--- src/rtl/mux41_rr_arbiter.sv ---
// Round-robin arbiter driving the select of a shared 4:1 single-bit mux.
// Grants last until the owner drops its request or HOLD_MAX expires, then a GAP-cycle bubble.
module mux41_rr_arbiter #(
  parameter int unsigned HOLD_MAX = 8,
  parameter int unsigned GAP      = 1
) (
  input  logic       clk,
  input  logic       rst_n,
  input  logic       arb_en,
  input  logic [3:0] req,
  output logic [3:0] grant,
  output logic [1:0] sel,
  output logic       valid
);

  typedef enum logic [1:0] {StIdle, StGrant, StGap} state_e;

  localparam logic [7:0] HoldMax = 8'(HOLD_MAX);
  localparam logic [3:0] GapLast = (GAP > 0) ? 4'(GAP - 1) : 4'd0;

  state_e     state_q, state_d;
  logic [7:0] hold_q, hold_d;
  logic [3:0] gap_q, gap_d;
  logic [1:0] last_q, last_d;
  logic [1:0] sel_q, sel_d;
  logic [3:0] grant_q, grant_d;
  logic       valid_q, valid_d;

  logic       found;
  logic [1:0] winner;
  logic [1:0] cand;

  // Search starts just after the last owner so the released requester goes last.
  always_comb begin
    found  = 1'b0;
    winner = last_q;
    cand   = last_q;
    for (int k = 1; k <= 4; k++) begin
      cand = last_q + 2'(k);
      if (!found && req[cand]) begin
        found  = 1'b1;
        winner = cand;
      end
    end
  end

  always_comb begin
    state_d = state_q;
    hold_d  = hold_q;
    gap_d   = gap_q;
    last_d  = last_q;
    sel_d   = sel_q;
    grant_d = grant_q;
    valid_d = valid_q;
    unique case (state_q)
      StIdle: begin
        if (arb_en && found) begin
          state_d = StGrant;
          grant_d = 4'b0001 << winner;
          sel_d   = winner;
          valid_d = 1'b1;
          hold_d  = 8'd1;
        end
      end
      StGrant: begin
        if (!req[sel_q] || hold_q == HoldMax) begin
          grant_d = 4'b0000;
          valid_d = 1'b0;
          last_d  = sel_q;
          hold_d  = 8'd0;
          if (GAP > 0) begin
            state_d = StGap;
            gap_d   = 4'd0;
          end else begin
            state_d = StIdle;
          end
        end else begin
          hold_d = hold_q + 8'd1;
        end
      end
      StGap: begin
        if (gap_q == GapLast) begin
          state_d = StIdle;
        end else begin
          gap_d = gap_q + 4'd1;
        end
      end
      default: state_d = StIdle;
    endcase
  end

  always_ff @(posedge clk or negedge rst_n) begin
    if (!rst_n) begin
      state_q <= StIdle;
      hold_q  <= 8'd0;
      gap_q   <= 4'd0;
      last_q  <= 2'd3;
      sel_q   <= 2'd0;
      grant_q <= 4'b0000;
      valid_q <= 1'b0;
    end else begin
      state_q <= state_d;
      hold_q  <= hold_d;
      gap_q   <= gap_d;
      last_q  <= last_d;
      sel_q   <= sel_d;
      grant_q <= grant_d;
      valid_q <= valid_d;
    end
  end

  assign grant = grant_q;
  assign sel   = sel_q;
  assign valid = valid_q;

endmodule

--- config.mk ---
export PLATFORM = sky130hd
export DESIGN_NAME = mux41_rr_arbiter
export DESIGN_NICKNAME = d
export VERILOG_FILES = /design/src/rtl/mux41_rr_arbiter.sv
export SDC_FILE = /design/constraint.sdc
export NUM_CORES = 1
export LEC_CHECK = 0
export CORE_UTILIZATION = 59
export DETAILED_ROUTE_END_ITERATION = 8
export PLACE_DENSITY = 0.83
export SETUP_SLACK_MARGIN = 0.1
export SYNTH_ARGS = -nofsm -noshare
export SYNTH_HDL_FRONTEND = slang
export SYNTH_SLANG_ARGS = --single-unit
--- constraint.sdc ---
create_clock -name clk -period 3.4 [get_ports clk]
set_input_delay 0.51 -clock clk [delete_from_list [all_inputs] [get_ports clk]]
set_output_delay 0.51 -clock clk [all_outputs]
set_load 0.005 [all_outputs]
==> results of run 1 <==
-- routing by layer --
metal	up-vias	share of wire [%]	GRT usage, %
li1	488	-	-
met1	490	48	33.76
met2	23	48	36.38
met3	2	3.5	2.830
met4	0	0.57	7.353
met5	-	0	0
-- registers in the layout, indices dropped and copies added, names as in the netlist --
register	cells
gap_q	4
grant	4
hold_q	8
last_q	2
sel	2
state_q	2
valid	1
-- cell usage after synthesis (2+ instances only) --
| master | instances | area share [%] |
|---|---|---|
| dfrtp_1 | 21 | 41 |
| nand2_1 | 13 | 3.8 |
| o21ai_0 | 12 | 4.7 |
| nand3_1 | 7 | 2.7 |
| a31oi_1 | 6 | 2.9 |
| inv_1 | 6 | 1.8 |
| nor2_1 | 5 | 1.5 |
| ha_1 | 4 | 3.9 |
| nand2b_1 | 4 | 2.0 |
| o32ai_1 | 4 | 2.7 |
| a21oi_1 | 3 | 1.2 |
| and3_1 | 3 | 1.5 |
| nor2b_1 | 3 | 1.5 |
| nor3_1 | 3 | 1.2 |
| a21o_1 | 2 | 1.2 |
| buf_4 | 2 | 1.2 |
| buf_6 | 2 | 1.8 |
| dfstp_2 | 2 | 4.1 |
| nand3b_1 | 2 | 1.2 |
| nand4_1 | 2 | 0.98 |
| o211ai_1 | 2 | 1.2 |
| or3_1 | 2 | 0.98 |
| xor2_1 | 2 | 1.4 |
-- cell type report --
| class | count | area, um2 | share of cell area (%) |
|---|---|---|---|
| Tap cell | 27 | 33.78 | 2.373 |
| Multi-Input combinational cell | 93 | 633.1 | 44.46 |
| Inverter | 6 | 22.52 | 1.582 |
| Timing Repair Buffer | 13 | 130.1 | 9.139 |
| Clock buffer | 4 | 26.28 | 1.845 |
| Sequential cell | 23 | 578.1 | 40.60 |
-- power groups by stage --
stage | registers [mW] | logic, mW | clock network, mW
final | 0.452 | 0.459 | 0.119
after global routing | 0.467 | 0.513 | 0.135
after CTS | 0.452 | 0.458 | 0.123
after detailed placement | 0.457 | 0.453 | 0
after global placement | 0.451 | 0.440 | 0
after floorplan | 0.433 | 0.336 | 0
-- kinds of logic after synthesis --
group / count (synthesis) / share of synthesized area (%)
AND/OR/NAND/NOR: 47 / 19.92
AO/OA/AOI/OAI: 35 / 19.14
flip-flops: 23 / 45.34
buffers and inverters: 11 / 5.004
multiplexers: 4 / 4.612
adder cells (fa/ha/maj): 4 / 3.926
XOR/XNOR: 3 / 2.061
-- metrics by stage --
| stage | power, mW | util [%] | cell area [um2] |
|---|---|---|---|
| after CTS | 1.033 | 71.13 | 1424 |
| after detailed placement | 0.9101 | 69.81 | 1398 |
| after global placement | 0.8902 | 69.81 | 1398 |
| final | 1.030 | 71.13 | 1424 |
| after floorplan | 0.7688 | - | 1275 |
| after global routing | 1.115 | 71.13 | 1424 |
-- worst max-delay path by stage --
stage | to | slack [ns] | depth (start not counted)
finish | grant[1]$_DFFE_PN0P_ | 1.27 | 5
global route | grant[2]$_DFFE_PN0P_ | 1.20 | 5
CTS | last_q[0]$_DFFE_PN1P_ | 1.30 | 5
detailed placement | last_q[0]$_DFFE_PN1P_ | 0.97 | 5
global placement | last_q[0]$_DFFE_PN1P_ | 1.03 | 5
floorplan | last_q[1]$_DFFE_PN1P_ | 1.66 | 5
-- layout by cell type, fill, tap and decap left out, types with 2 or more instances in the layout --
cell	instances
dfrtp_1	21
nand2_1	13
clkdlybuf4s50_1	13
o21ai_0	12
nand3_1	7
inv_1	6
a31oi_1	6
nor2_1	5
nand2b_1	4
o32ai_1	4
ha_1	4
nor2b_1	3
and3_1	3
nor3_1	3
a21oi_1	3
clkbuf_4	3
or3_1	2
a21o_1	2
nand4_1	2
o211ai_1	2
xor2_1	2
nand3b_1	2
dfstp_2	2
-- tightest hold or removal path: stages, from the launching register on --
cell and delay [ns]:
dfrtp_1 0.37, o21ai_0 0.08, nand2_1 0.07
==> flow_summary.toml, run 1 <==
[timing]
hold_viol = 0
setup_viol = 0
fin_crit_sh_pct = 62.55
period_needed_ns = 2.127
max_slew_margin_pct = 34.04
fin_setup_tns_ns = 0
whs_ns = 0.5385
rsz0062_at_grt = "no"
finalWorstSetupSlack_ns = 1.273
skew_ns = 0.003692
slew_viol_final = 0
worst_slew_pin_slew_ns = 0.9864
timing.fmax_ghz = 0.4702

[critical_path]
r2r_cells = 4
slowest_delay_ns = 0.61
startpoint = "req[3]"
crit_family = "compound AO/OA/AOI/OAI gates"
required_ns = 3.60
crit_arrival_ns = 2.33
worstSetupEndpointType = "flop"
crit_fanout = 14
worst_r2r_endpoint = "last_q[0]$_DFFE_PN1P_"
cp_cell_sequence = "clkdlybuf4s50_1 -> o41ai_2 -> or3_1 -> nand2_1 -> o32ai_1"
cp_slowest_cell = "o41ai_2"
criticalPathCategory = "input port to flop"
r2r_slack_ns = 1.53
path_buf_inv = 1
r2r_start = "sel[0]$_DFFE_PN0P_"
cp-start-kind = "input port"

[power]
seq_power_share_pct = 43.9
pwr-share-comb_pct = 44.5
p_sw_share_pct = 39.14
internal_power_mw = 0.6268
power_switching_mw = 0.4031
vdd_ir_drop_max_mv = 0.4971
pwr-share-clk_pct = 11.6
leakage_nw = 0.5965
p_per_area_mw_per_mm2 = 723.3

[yosys]
synthFlopType = "dfrtp_1"
synth_area_per_cell_um2 = 10.04
synth.distinct_cells = 38
postSynthCellCount = 127
async_flop_share_pct = 100.0
yosysSeqAreaShare_pct = 45.34
syn_area_mm2 = 0.001275
syn-num-nets = 138
ys_ff_latch = 23
yosysWarnings = 0
synth_edf_count = 0

[grt]
grt_use_total_pct = 23.16
grt_max_degree = 24
grt_pass1_wl_um = 4188
grt_antenna_before_repair = 0
grt_pass1_vias = 919
grt_overflow = 0

[clocking]
clk_pin_slew_ns = 0.12
cts_setup_buffers = 0
cts_sinks = 23
clock_latency_ns = 0.30
postCtsHoldBufs = 0
cts_tree = "built"
post_cts_resized = 0
cts_buffers = 3
cts_max_level = 1
clk_path_buf_depth = 2
cts_root_buf = "clkbuf_4"

[placed_design]
gp_congestion = 0.9507
place_ws_ns = 0.9674
hpwl_um = 1835
io_buffers = 13
place_inst = 162

[die]
coreArea_mm2 = 0.002002
dieHeight_um = 48.49
die_area_mm2 = 0.002351
fp.dieW_um = 48.49
row_count = 16
initial_core_util_pct = 63.69
num_io_pins = 14

[drt]
vias = 1003
drc = 0
viasPerCell = 6.042
routed_wl_um = 2445
drt_iter0_drc = 21
first_pass_iters = 4
antenna_left = 0
wl_per_cell_um = 14.73

[final_layout]
diodes = 0
fin_cells = 166
nets = 151
syn_to_final_growth_pct = 11.68
drive_above_1_share_pct = 8.633
fill_cells = 160

[worst_hold_path]
whs_endpoint = "valid$_DFFE_PN0P_"
hold_class = "flop to flop"
hp-start = "valid$_DFFE_PN0P_"
whs_path_depth = 2

[run]
drv_cap = 0

[outcome]
status = "complete, no violations"
Power figures use the tool's default switching activity.
==> run 2, diff against run 1 <==
--- a/config.mk
+++ b/config.mk
@@ -5,9 +5,9 @@
 export SDC_FILE = /design/constraint.sdc
 export NUM_CORES = 1
 export LEC_CHECK = 0
-export CORE_UTILIZATION = 59
+export CORE_UTILIZATION = 49
 export DETAILED_ROUTE_END_ITERATION = 8
-export PLACE_DENSITY = 0.83
+export PLACE_DENSITY = 0.74
 export SETUP_SLACK_MARGIN = 0.1
 export SYNTH_ARGS = -nofsm -noshare
 export SYNTH_HDL_FRONTEND = slang
==> constraint.sdc (replaced) <==
create_clock -name clk -period 1.76 [get_ports clk]
set_input_delay 0.264 -clock clk [delete_from_list [all_inputs] [get_ports clk]]
set_output_delay 0.264 -clock clk [all_outputs]
set_load 0.005 [all_outputs]
==> run 2 against run 1 <==
Effect of this change: clock power is 100% higher; cell area is 11% higher; critical endpoint is now hold_q[2]$_DFFE_PN0P_; setup slack worse by 1.2 ns; register-to-register slack worse by 1.5 ns; largest power group unchanged; utilization is 7.4 points lower.
==> flow_summary.toml, run 2 (synthesis results as in run 1) <==
[final_layout]
nets = 167
drive_above_1_share_pct = 20.65
final_cell_mix = "dfrtp_1, buf_4, nand2_1, clkdlybuf4s50_1, o21ai_0"
largest_register_ffs = 8
fill_cells = 204
layout_commonest_cell = "dfrtp_1"
utilization_pct = 63.74
fin_area_mm2 = 0.001579
fin_cells = 185
top_register = "hold_q"
diodes = 0
syn_to_final_growth_pct = 23.85

[clocking]
clock_latency_ns = 0.30
cts_tree = "built"
cts_buffers = 3
clk_path_buf_depth = 2
cts_root_buf = "clkbuf_4"
cts_sinks = 23
cts_max_level = 1
postCtsHoldBufs = 0
clk_pin_slew_ns = 0.13

[critical_path]
cp_cell_sequence = "clkdlybuf4s50_1 -> mux4_2 -> a21boi_4 -> buf_2 -> a31oi_1 -> a31oi_1"
r2r_slack_ns = 0.08
cp_common_cell = "a31oi_1"
criticalPathCategory = "input port to flop"
worstSetupEndpointType = "flop"
crit_fanout = 5
crit_arrival_ns = 1.87
required_ns = 1.94
slowest_delay_ns = 0.48
cp-start-kind = "input port"
cp_slowest_cell = "mux4_2"

[drt]
vias = 1122
drt_iter0_drc = 35
drc = 0
antenna_left = 0
routed_wl_um = 3016
viasPerCell = 6.065
first_pass_iters = 4
wl_per_cell_um = 16.30

[die]
dieHeight_um = 53.01
fp.dieW_um = 53.01
coreArea_mm2 = 0.002477
num_io_pins = 14
row_count = 18
die_area_mm2 = 0.002810
initial_core_util_pct = 51.46

[timing]
fin_crit_sh_pct = 96.00
max_slew_margin_pct = 72.61
worst_slew_pin_slew_ns = 0.4109
hold_viol = 0
slew_viol_final = 0
rsz0062_at_grt = "yes"
period_needed_ns = 1.690
timing.fmax_ghz = 0.5918
skew_ns = 0.009149
setup_viol = 0
fin_setup_tns_ns = 0

[grt]
grt_pass1_vias = 1105
grt_use_total_pct = 24.88
grt_overflow = 0
grt_max_degree = 24
grt_antenna_before_repair = 0
grt_pass1_wl_um = 5016

[power]
power.total_mw = 2.254
p_per_area_mw_per_mm2 = 1428
leakage_nw = 0.6808
vdd_ir_drop_max_mv = 0.8706

[outcome]
status = "complete, no violations"

[placed_design]
gp_congestion = 0.8141
place_inst = 179
io_buffers = 13
place_area_mm2 = 0.001506
hpwl_um = 2126

[run]
drv_cap = 0

[worst_hold_path]
hold_class = "input port to async pin"
## run 2: final cells by class
| cell class | count | area (um2) | share of cell area [%] |
|---|---|---|---|
| well taps | 30 | 37.54 | 2.377 |
| flip-flops and latches | 23 | 578.1 | 36.61 |
| inverters | 6 | 22.52 | 1.426 |
| multi-input cells | 93 | 663.1 | 42.00 |
| clock buffers | 4 | 26.28 | 1.664 |
| repair buffers | 29 | 251.5 | 15.93 |
## run 2: routing by layer
metal	routed length [um]	part of all wire [%]	GRT usage (%)	up-vias
met5	0	0	0	-
li1	-	-	-	515
met4	40	1.3	11.40	0
met3	154	5.1	4.023	8
met1	1296	43	31.88	555
met2	1524	51	40.72	44
## run 2: what timing repair did
item	in CTS	in global routing
pin swaps	0	3
cloned	0	1
endpoints found under the hold margin	0	0
resized for setup	1	8
setup buffers	0	1
endpoints found under the setup margin	2	11
## run 2: power breakdown
group,internal [mW],switching (mW),total (mW)
Combinational,0.577,0.558,1.14
Clock,0.0882,0.153,0.242
Sequential,0.704,0.174,0.878
Total,1.37,0.885,2.25
## run 2: worst max-delay path, delay by kind of cell
family	cells	cell delay, ns
multiplexers	1	0.48
AO/OA/AOI/OAI	3	0.48
buffers and inverters	2	0.63
## run 2: final timing paths
kind | startpoint | endpoint | cells past startpoint
hold / removal | rst_n | hold_q[6]$_DFFE_PN0P_ | 2
setup / recovery | req[3] | hold_q[2]$_DFFE_PN0P_ | 6
hold reg to reg | gap_q[0]$_DFFE_PN0P_ | gap_q[0]$_DFFE_PN0P_ | 1
max in group asynchronous | rst_n | last_q[1]$_DFFE_PN1P_ | 2
min in group clk | gap_q[0]$_DFFE_PN0P_ | gap_q[0]$_DFFE_PN0P_ | 1
setup reg to reg | sel[0]$_DFFE_PN0P_ | hold_q[2]$_DFFE_PN0P_ | 5
## run 2: metrics by stage
step                      hold slack (ns)  setup slack (ns)
after floorplan                  -0.03159            0.1096
after global placement             0.5203           -0.1454
after detailed placement           0.5441           -0.1928
after CTS                          0.3104            0.1278
after global routing               0.3255           0.02485
final                              0.3031           0.07035
